[src/rtl/mem_port_arbiter.sv]
// Arbitrates a single-ported unified memory between instruction fetch and data access.
// Alternating priority on contention; fixed MEM_LATENCY strobe cycles per access.
module mem_port_arbiter #(
    parameter int MEM_LATENCY = 2
) (
    input  logic        clk,
    input  logic        rst_n,
    input  logic        if_req,
    input  logic [31:0] if_addr,
    input  logic        dm_read,
    input  logic        dm_write,
    input  logic [31:0] dm_addr,
    input  logic [31:0] dm_wdata,
    input  logic [31:0] mem_rdata,
    output logic [31:0] mem_addr,
    output logic [31:0] mem_wdata,
    output logic        mem_re,
    output logic        mem_we,
    output logic [31:0] if_rdata,
    output logic [31:0] dm_rdata,
    output logic        if_valid,
    output logic        dm_valid,
    output logic        pc_hold,
    output logic        pipe_hold
);

    typedef enum logic [1:0] {
        IDLE  = 2'd0,
        DATA  = 2'd1,
        FETCH = 2'd2
    } state_t;

    localparam logic [2:0] CNT_INIT = 3'(MEM_LATENCY - 1);

    state_t     state;
    logic [2:0] cnt;
    logic       last_grant;

    logic       if_pend;
    logic       dm_pend;
    logic       grant_dm;
    logic       grant_if;

    // A requester whose valid is high this cycle is finishing, not asking again.
    assign if_pend  = if_req & ~if_valid;
    assign dm_pend  = (dm_read | dm_write) & ~dm_valid;
    assign grant_dm = dm_pend & (~if_pend | ~last_grant);
    assign grant_if = if_pend & ~grant_dm;

    assign pipe_hold = (dm_read | dm_write) & ~dm_valid;
    assign pc_hold   = pipe_hold | (if_req & ~if_valid);

    always_ff @(posedge clk or negedge rst_n) begin
        if (!rst_n) begin
            state      <= IDLE;
            cnt        <= 3'd0;
            last_grant <= 1'b0;
            mem_addr   <= 32'd0;
            mem_wdata  <= 32'd0;
            mem_re     <= 1'b0;
            mem_we     <= 1'b0;
            if_rdata   <= 32'd0;
            dm_rdata   <= 32'd0;
            if_valid   <= 1'b0;
            dm_valid   <= 1'b0;
        end else begin
            if_valid <= 1'b0;
            dm_valid <= 1'b0;
            case (state)
                IDLE: begin
                    if (grant_dm) begin
                        state      <= DATA;
                        cnt        <= CNT_INIT;
                        mem_addr   <= dm_addr;
                        last_grant <= 1'b1;
                        // A store wins when both load and store are raised.
                        if (dm_write) begin
                            mem_we    <= 1'b1;
                            mem_re    <= 1'b0;
                            mem_wdata <= dm_wdata;
                        end else begin
                            mem_re <= 1'b1;
                            mem_we <= 1'b0;
                        end
                    end else if (grant_if) begin
                        state      <= FETCH;
                        cnt        <= CNT_INIT;
                        mem_addr   <= if_addr;
                        mem_re     <= 1'b1;
                        mem_we     <= 1'b0;
                        last_grant <= 1'b0;
                    end
                end
                DATA, FETCH: begin
                    if (cnt != 3'd0) begin
                        cnt <= cnt - 3'd1;
                    end else begin
                        // mem_we still marks the in-flight access as a store here.
                        if (state == FETCH) begin
                            if_rdata <= mem_rdata;
                            if_valid <= 1'b1;
                        end else begin
                            if (!mem_we) dm_rdata <= mem_rdata;
                            dm_valid <= 1'b1;
                        end
                        mem_re <= 1'b0;
                        mem_we <= 1'b0;
                        state  <= IDLE;
                    end
                end
                default: state <= IDLE;
            endcase
        end
    end

endmodule

[config.mk]
export PLATFORM = sky130hd
export DESIGN_NAME = mem_port_arbiter
export DESIGN_NICKNAME = d
export VERILOG_FILES = /design/src/rtl/mem_port_arbiter.sv
export SDC_FILE = /design/constraint.sdc
export NUM_CORES = 1
export LEC_CHECK = 0
export CELL_PAD_IN_SITES_DETAIL_PLACEMENT = 1
export CELL_PAD_IN_SITES_GLOBAL_PLACEMENT = 1
export CORE_ASPECT_RATIO = 0.75
export CORE_MARGIN = 8
export CORE_UTILIZATION = 28
export DETAILED_ROUTE_END_ITERATION = 8
export GPL_ROUTABILITY_DRIVEN = 0
export PLACE_DENSITY = 0.84
export SYNTH_ARGS = -nofsm -noshare
export SYNTH_HDL_FRONTEND = slang
export SYNTH_SLANG_ARGS = --single-unit
[constraint.sdc]
create_clock -name clk -period 1.5 [get_ports clk]
set_input_delay 0.375 -clock clk [delete_from_list [all_inputs] [get_ports clk]]
set_output_delay 0.375 -clock clk [all_outputs]
set_load 0.05 [all_outputs]
==> flow_summary.json <==
{
  "synthCells": 472,
  "cts.reportedPaths.clkPinSlew_ns": 0.07,
  "synth_top_area_cell": "dfrtp_1",
  "cts_tree": "built",
  "dp.cells": 1028,
  "maxSlewViolCount": 0,
  "synth_area_leaders": "dfrtp_1, nand2_1, mux2_4",
  "hold_path_class": "in -> async",
  "relSlewSlack": 0.803,
  "grt_use_total": 0.223,
  "layout_setup_ws_ns": -0.368,
  "fmax_ghz": 0.535,
  "grt_pass1_vias": 6176,
  "cp_slowest_cell": "dfrtp_2",
  "wl_per_cell_um": 28.9,
  "synth.ff_latch_count": 138,
  "p_leak_nw": 5.72,
  "final_antenna_net_count": 0,
  "dieArea_sq_um": 25800,
  "violations": "negative setup slack",
  "powerDensity_nw_per_um2": 2890,
  "final_layout_size_suffix_gt1_frac": 0.498,
  "synth.lib_cells_used.distinct": 41,
  "syn_area_sq_um": 5840,
  "htree_levels": 4,
  "rsz0062_at_grt": "true",
  "layout.cells.most_common_list": "buf_12, dfrtp_1, clkdlybuf4s50_1, nand2_1, mux2_4",
  "ios": 267,
  "fin_crit_ns": 1.87,
  "cts.sinks": 138,
  "whs_ns": 0.375,
  "via_count": 5400,
  "layout_commonest_cell": "buf_12",
  "start_kind": "flop",
  "antenna_found_initial": 2,
  "period_share": 1.25,
  "async_flop_share": 1.00,
  "yosys_warnings": 0,
  "grt_pass1_wl_um": 42300,
  "critPathMaxStageDelay_ns": 0.44,
  "cp.required_ns": 1.81,
  "initial_utilization": 0.287,
  "worst_pin_slew_ns": 0.287,
  "yosysSeqAreaShare": 0.592,
  "synth_edf_count": 0,
  "synth_top_area_share": 0.592,
  "ir_drop_mv": 1.37,
  "die_h_um": 141,
  "status": "finished, violations left",
  "setup_viol": 140,
  "clk_latency_ns": 0.44,
  "cp_max_fo": 8,
  "io_buffers": 266,
  "crit_top_cell": "buf_6",
  "avgSynthCellArea_sq_um": 12.4,
  "dp_hpwl_um": 18100,
  "grt_overflow_total": 0,
  "place_ws_ns": -0.516,
  "fin_skew_ns": 0.0193,
  "remaining_drc_errors": 0,
  "synth_ff_type": "dfrtp_1",
  "cts_made_buffers": 17,
  "hold_viol": 0,
  "path_cells": "o21bai_4 -> buf_6 -> a21oi_4 -> buf_6 -> buf_12 -> mux2i_1 -> o21ai_1",
  "layout.cells.non_filler": 1117,
  "nNetsFinal": 957,
  "total_power_w": 0.0363,
  "vias_per_cell": 4.83,
  "max-cap-violations": 0,
  "area_growth_pct": 116,
  "crit_arrival_ns": 2.18,
  "drt_pass1_iterations": 4,
  "fin_util": 0.619,
  "crit_path_end_kind": "flop",
  "grt_max_degree": 45,
  "synth_nets": 609,
  "wirelength_um": 32300,
  "clockRootBuffer": "clkbuf_16",
  "clk_path_buf_depth": 2,
  "crit_type": "reg -> reg",
  "drt_iter0_drc": 370,
  "core_sq_um": 20300,
  "core.rowCount": 45,
  "die_width_um": 183
}
[through the flow]
step	area (sq um)	TNS, ns
final	12600	-29.92
after global routing	12600	-37.22
after CTS	12000	-22.86
after detailed placement	10400	-45.57
after global placement	10400	-39.51
after floorplan	5900	-6.71
[final timing paths]
| path | startpoint | to | slack [ns] | cells after the start |
|---|---|---|---|---|
| min in group clk | mem_rdata[20] | if_rdata[20] | 0.52 | 3 |
| max in group asynchronous | rst_n | mem_addr[19] | 0.58 | 3 |
| hold reg to reg | if_rdata[14] | if_rdata[14] | 0.54 | 2 |
| hold / removal | rst_n | if_rdata[0] | 0.38 | 2 |
| setup reg to reg | dm_valid | mem_addr[28] | -0.37 | 7 |
| setup / recovery | dm_valid | mem_addr[28] | -0.37 | 7 |
[where the power goes]
| part | internal, W | switching (W) | total, W | leakage (nW) |
|---|---|---|---|---|
| Sequential | 0.00559 | 0.00238 | 0.00797 | 1.63 |
| Combinational | 0.0121 | 0.0119 | 0.0240 | 3.81 |
| Clock | 0.00253 | 0.00188 | 0.00441 | 0.290 |
| Total | 0.0202 | 0.0162 | 0.0363 | 5.72 |
[flip-flops by register name, summed over array words and instances (netlist names)]
name and flops:
cnt 3, dm_rdata 32, dm_valid 1, if_rdata 32, if_valid 1, last_grant 1, mem_addr 32, mem_re 1
mem_wdata 32, mem_we 1, state 2
[routing by layer]
metal	GRT usage	wire, um
met1	0.233	11500
met2	0.384	16400
met3	0.112	3280
met4	0.0818	1160
met5	0	0
[cell type report]
type                    instances  area, sq um
multi-input cells             301         2780
well taps                     282          353
flip-flops and latches        138         3460
clock buffers                  18          439
fillers                      1849         7740
diodes                          2         5.00
inverters                       8         37.5
clock inverters                14          161
repair buffers                354         5350
[cell usage after synthesis (all sizes together), types with 3 or more instances]
cell      n
and3      3
buf      20
ha        4
nand2   134
mux2     64
nor3      3
inv       8
a21oi     4
dfrtp   138
clkbuf    5
o21ai    35
a22o      3
mux2i    32
[worst max-delay path: cells and delay by family (launching register included)]
family	cells	cell delay [ns]
AO/OA/AOI/OAI	3	0.53
buffers and inverters	3	0.46
flip-flops	1	0.44
multiplexers	1	0.32
[repair_timing]
item	4_1_cts	5_1_grt
cloned	14	8
buffers inserted	27	14
endpoints found under the hold margin	17	0
resized for setup	95	119
setup endpoints to repair	139	142
hold buffers	1	0
pin swaps	11	23
[cell families (layout without fill, tap and decap cells)]
| logic type | count (synthesis) | count (layout) | share of synthesized area |
|---|---|---|---|
| DFF | 138 | 138 | 0.592 |
| AOI/OAI and AO/OA | 49 | 49 | 0.0512 |
| other | 0 | 2 | 0 |
| muxes | 96 | 96 | 0.197 |
| buffers and inverters | 33 | 394 | 0.0407 |
| and+or+nand+nor | 152 | 152 | 0.111 |
| adders and majority gates | 4 | 4 | 0.00857 |
(Power assumes the default switching activity.)
==> patch (config.mk and constraints unchanged) <==
Make the reset (`rst_n`) synchronous in one clocked block.
--- a/src/rtl/mem_port_arbiter.sv
+++ b/src/rtl/mem_port_arbiter.sv
@@ -51,5 +51,5 @@
     assign pc_hold   = pipe_hold | (if_req & ~if_valid);
 
-    always_ff @(posedge clk or negedge rst_n) begin
+    always_ff @(posedge clk) begin
         if (!rst_n) begin
             state      <= IDLE;
Behaviour: differs if rst_n is asserted again (counterexample within 4 cycles, from zero or initial values and one cycle with rst_n low); with rst_n held inactive, the same outputs for 4 cycles.
==> patch against the original RTL <==
- the run still ends with negative setup slack left
- sequential cell count stayed put
- worst setup slack better by 180 ps
- power decreased by 31%
- synthesized area decreased by 7.4%
- design area down 6.4%
- non-clock buffer count decreased by 18
- die area is 6.7% lower
- wire length shrank 10%
- sequential power is 25% lower
- sequential share of layout area down 3.9 points
- largest cell class unchanged
==> patch: results (changes against the original RTL) <==
metric	value	unit	change
share of the synthesized area in the top cell type	0.511		-0.0805
Synth async-reset ratio	0		-1.00
Setup WS post-layout	-186	ps	+182 ps
Fin Hold WS	350	ps	-25.8 ps
commonest cells in the netlist	185 x nand2_1, 138 x dfxtp_1, 66 x nand3_1		
failing checks	negative setup slack		
WP data arrival	2030	ps	-150 ps
ranking of synthesized cells by area	dfxtp_1 51%, nand2_1 13%, nand3_1 6.1%, o21ai_0 5.7%, a21boi_0 3.6%		
Vias/cell	5.05		+4.6%
GR Util met2	0.388		+0.00438
outcome	finished, violations left		
grt met1 use	0.228		-0.00423
# setup viols final	70		-50%
Post-Syn Nets	798		+31%
DP Area	9870	um^2	-4.9%
Least-Margin Pin Slew	343	ps	+56.5 ps
worst hold path class	input pin to flip-flop		
met3 usage in global routing	0.0810		-0.0309
synth unique cells	37		-9.8%
pin count of the biggest net entering global routing	67		+49%
CP Max Fanout	5		-3
Peak supply drop	0.00114	V	-16%
Post-Route WL	28900	um	-10%
vias in the first global route	6775		+9.7%
Critical-path top delay cell	dfxtp_2		
critical path's top delay family	buffers and inverters		
==> patch: cell count changes in the layout (fill, tap and decap cells not counted), sizes merged, moves of 9 or more <==
| cell | delta |
|---|---|
| a31oi | +24 |
| mux2i | -29 |
| o21ai | +63 |
| buf | -17 |
| dfxtp | +138 |
| a21boi | +36 |
| nor2 | +9 |
| nand3 | +65 |
| nand2 | +52 |
| mux2 | -64 |
| dfrtp | -138 |
==> patch: power breakdown <==
part / switching, mW / internal [mW] / total, mW / leakage, nW
Combinational: 7.72 / 7.13 / 14.9 / 2.99
Sequential: 1.21 / 4.75 / 5.97 / 1.13
Clock: 1.89 / 2.53 / 4.42 / 0.286
==> patch: final cells by class <==
cell class / instances / share of cell area
well taps: 253 / 0.0269
inverters: 7 / 0.00255
diodes: 1 / 0.000212
flip-flops and latches: 138 / 0.235
repair buffers: 336 / 0.426
clock inverters: 14 / 0.0136
clock buffers: 18 / 0.0373
multi-input cells: 463 / 0.258
==> patch: repair_timing <==
| item | 4_1_cts | 5_1_grt |
|---|---|---|
| gates resized for setup | 129 | 114 |
| gates cloned | 12 | 7 |
| pin swaps | 43 | 54 |
| setup endpoints to repair | 105 | 107 |
| buffers inserted | 18 | 7 |
==> patch: worst max-delay path by stage <==
stage	cells past startpoint	endpoint	slack [ps]	startpoint
2_1_floorplan	8	dm_rdata[10]	-40	state[1]
3_3_place_gp	4	pipe_hold	-410	dm_write
3_5_place_dp	6	mem_addr[10]	-570	dm_write
4_1_cts	3	pipe_hold	-150	dm_valid
5_1_grt	9	dm_rdata[13]	-230	state[0]
6_report	9	dm_rdata[13]	-190	state[0]
==> patch: cell families after synthesis <==
logic type               Yosys count  share of synthesized area
adder cells (fa/ha/maj)            4                    0.00926
AND/OR/NAND/NOR                  282                      0.230
flip-flops                       138                      0.511
AO/OA/AOI/OAI                    173                      0.192
multiplexers                       3                    0.00555
buffers and inverters             61                     0.0528
==> patch: tightest hold or removal path, stage by stage <==
cell,delay (ps)
buf_4,200
nand2_1,100
o21ai_1,50
==> patch: through the flow <==
step,worst slack (ps),power (mW),utilization
6_report,-186,25.2,0.615
5_1_grt,-228,26.2,0.615
3_3_place_gp,-406,17.7,0.515
4_1_cts,-151,24.3,0.586
3_5_place_dp,-572,18.1,0.515
2_1_floorplan,-43.0,11.5,-
==> patch: layer usage <==
| layer | vias to the layer above | wire length [um] |
|---|---|---|
| met3 | 38 | 2180 |
| met2 | 232 | 15300 |
| li1 | 2867 | - |
| met5 | - | 0 |
| met4 | 0 | 600 |
| met1 | 3080 | 10800 |
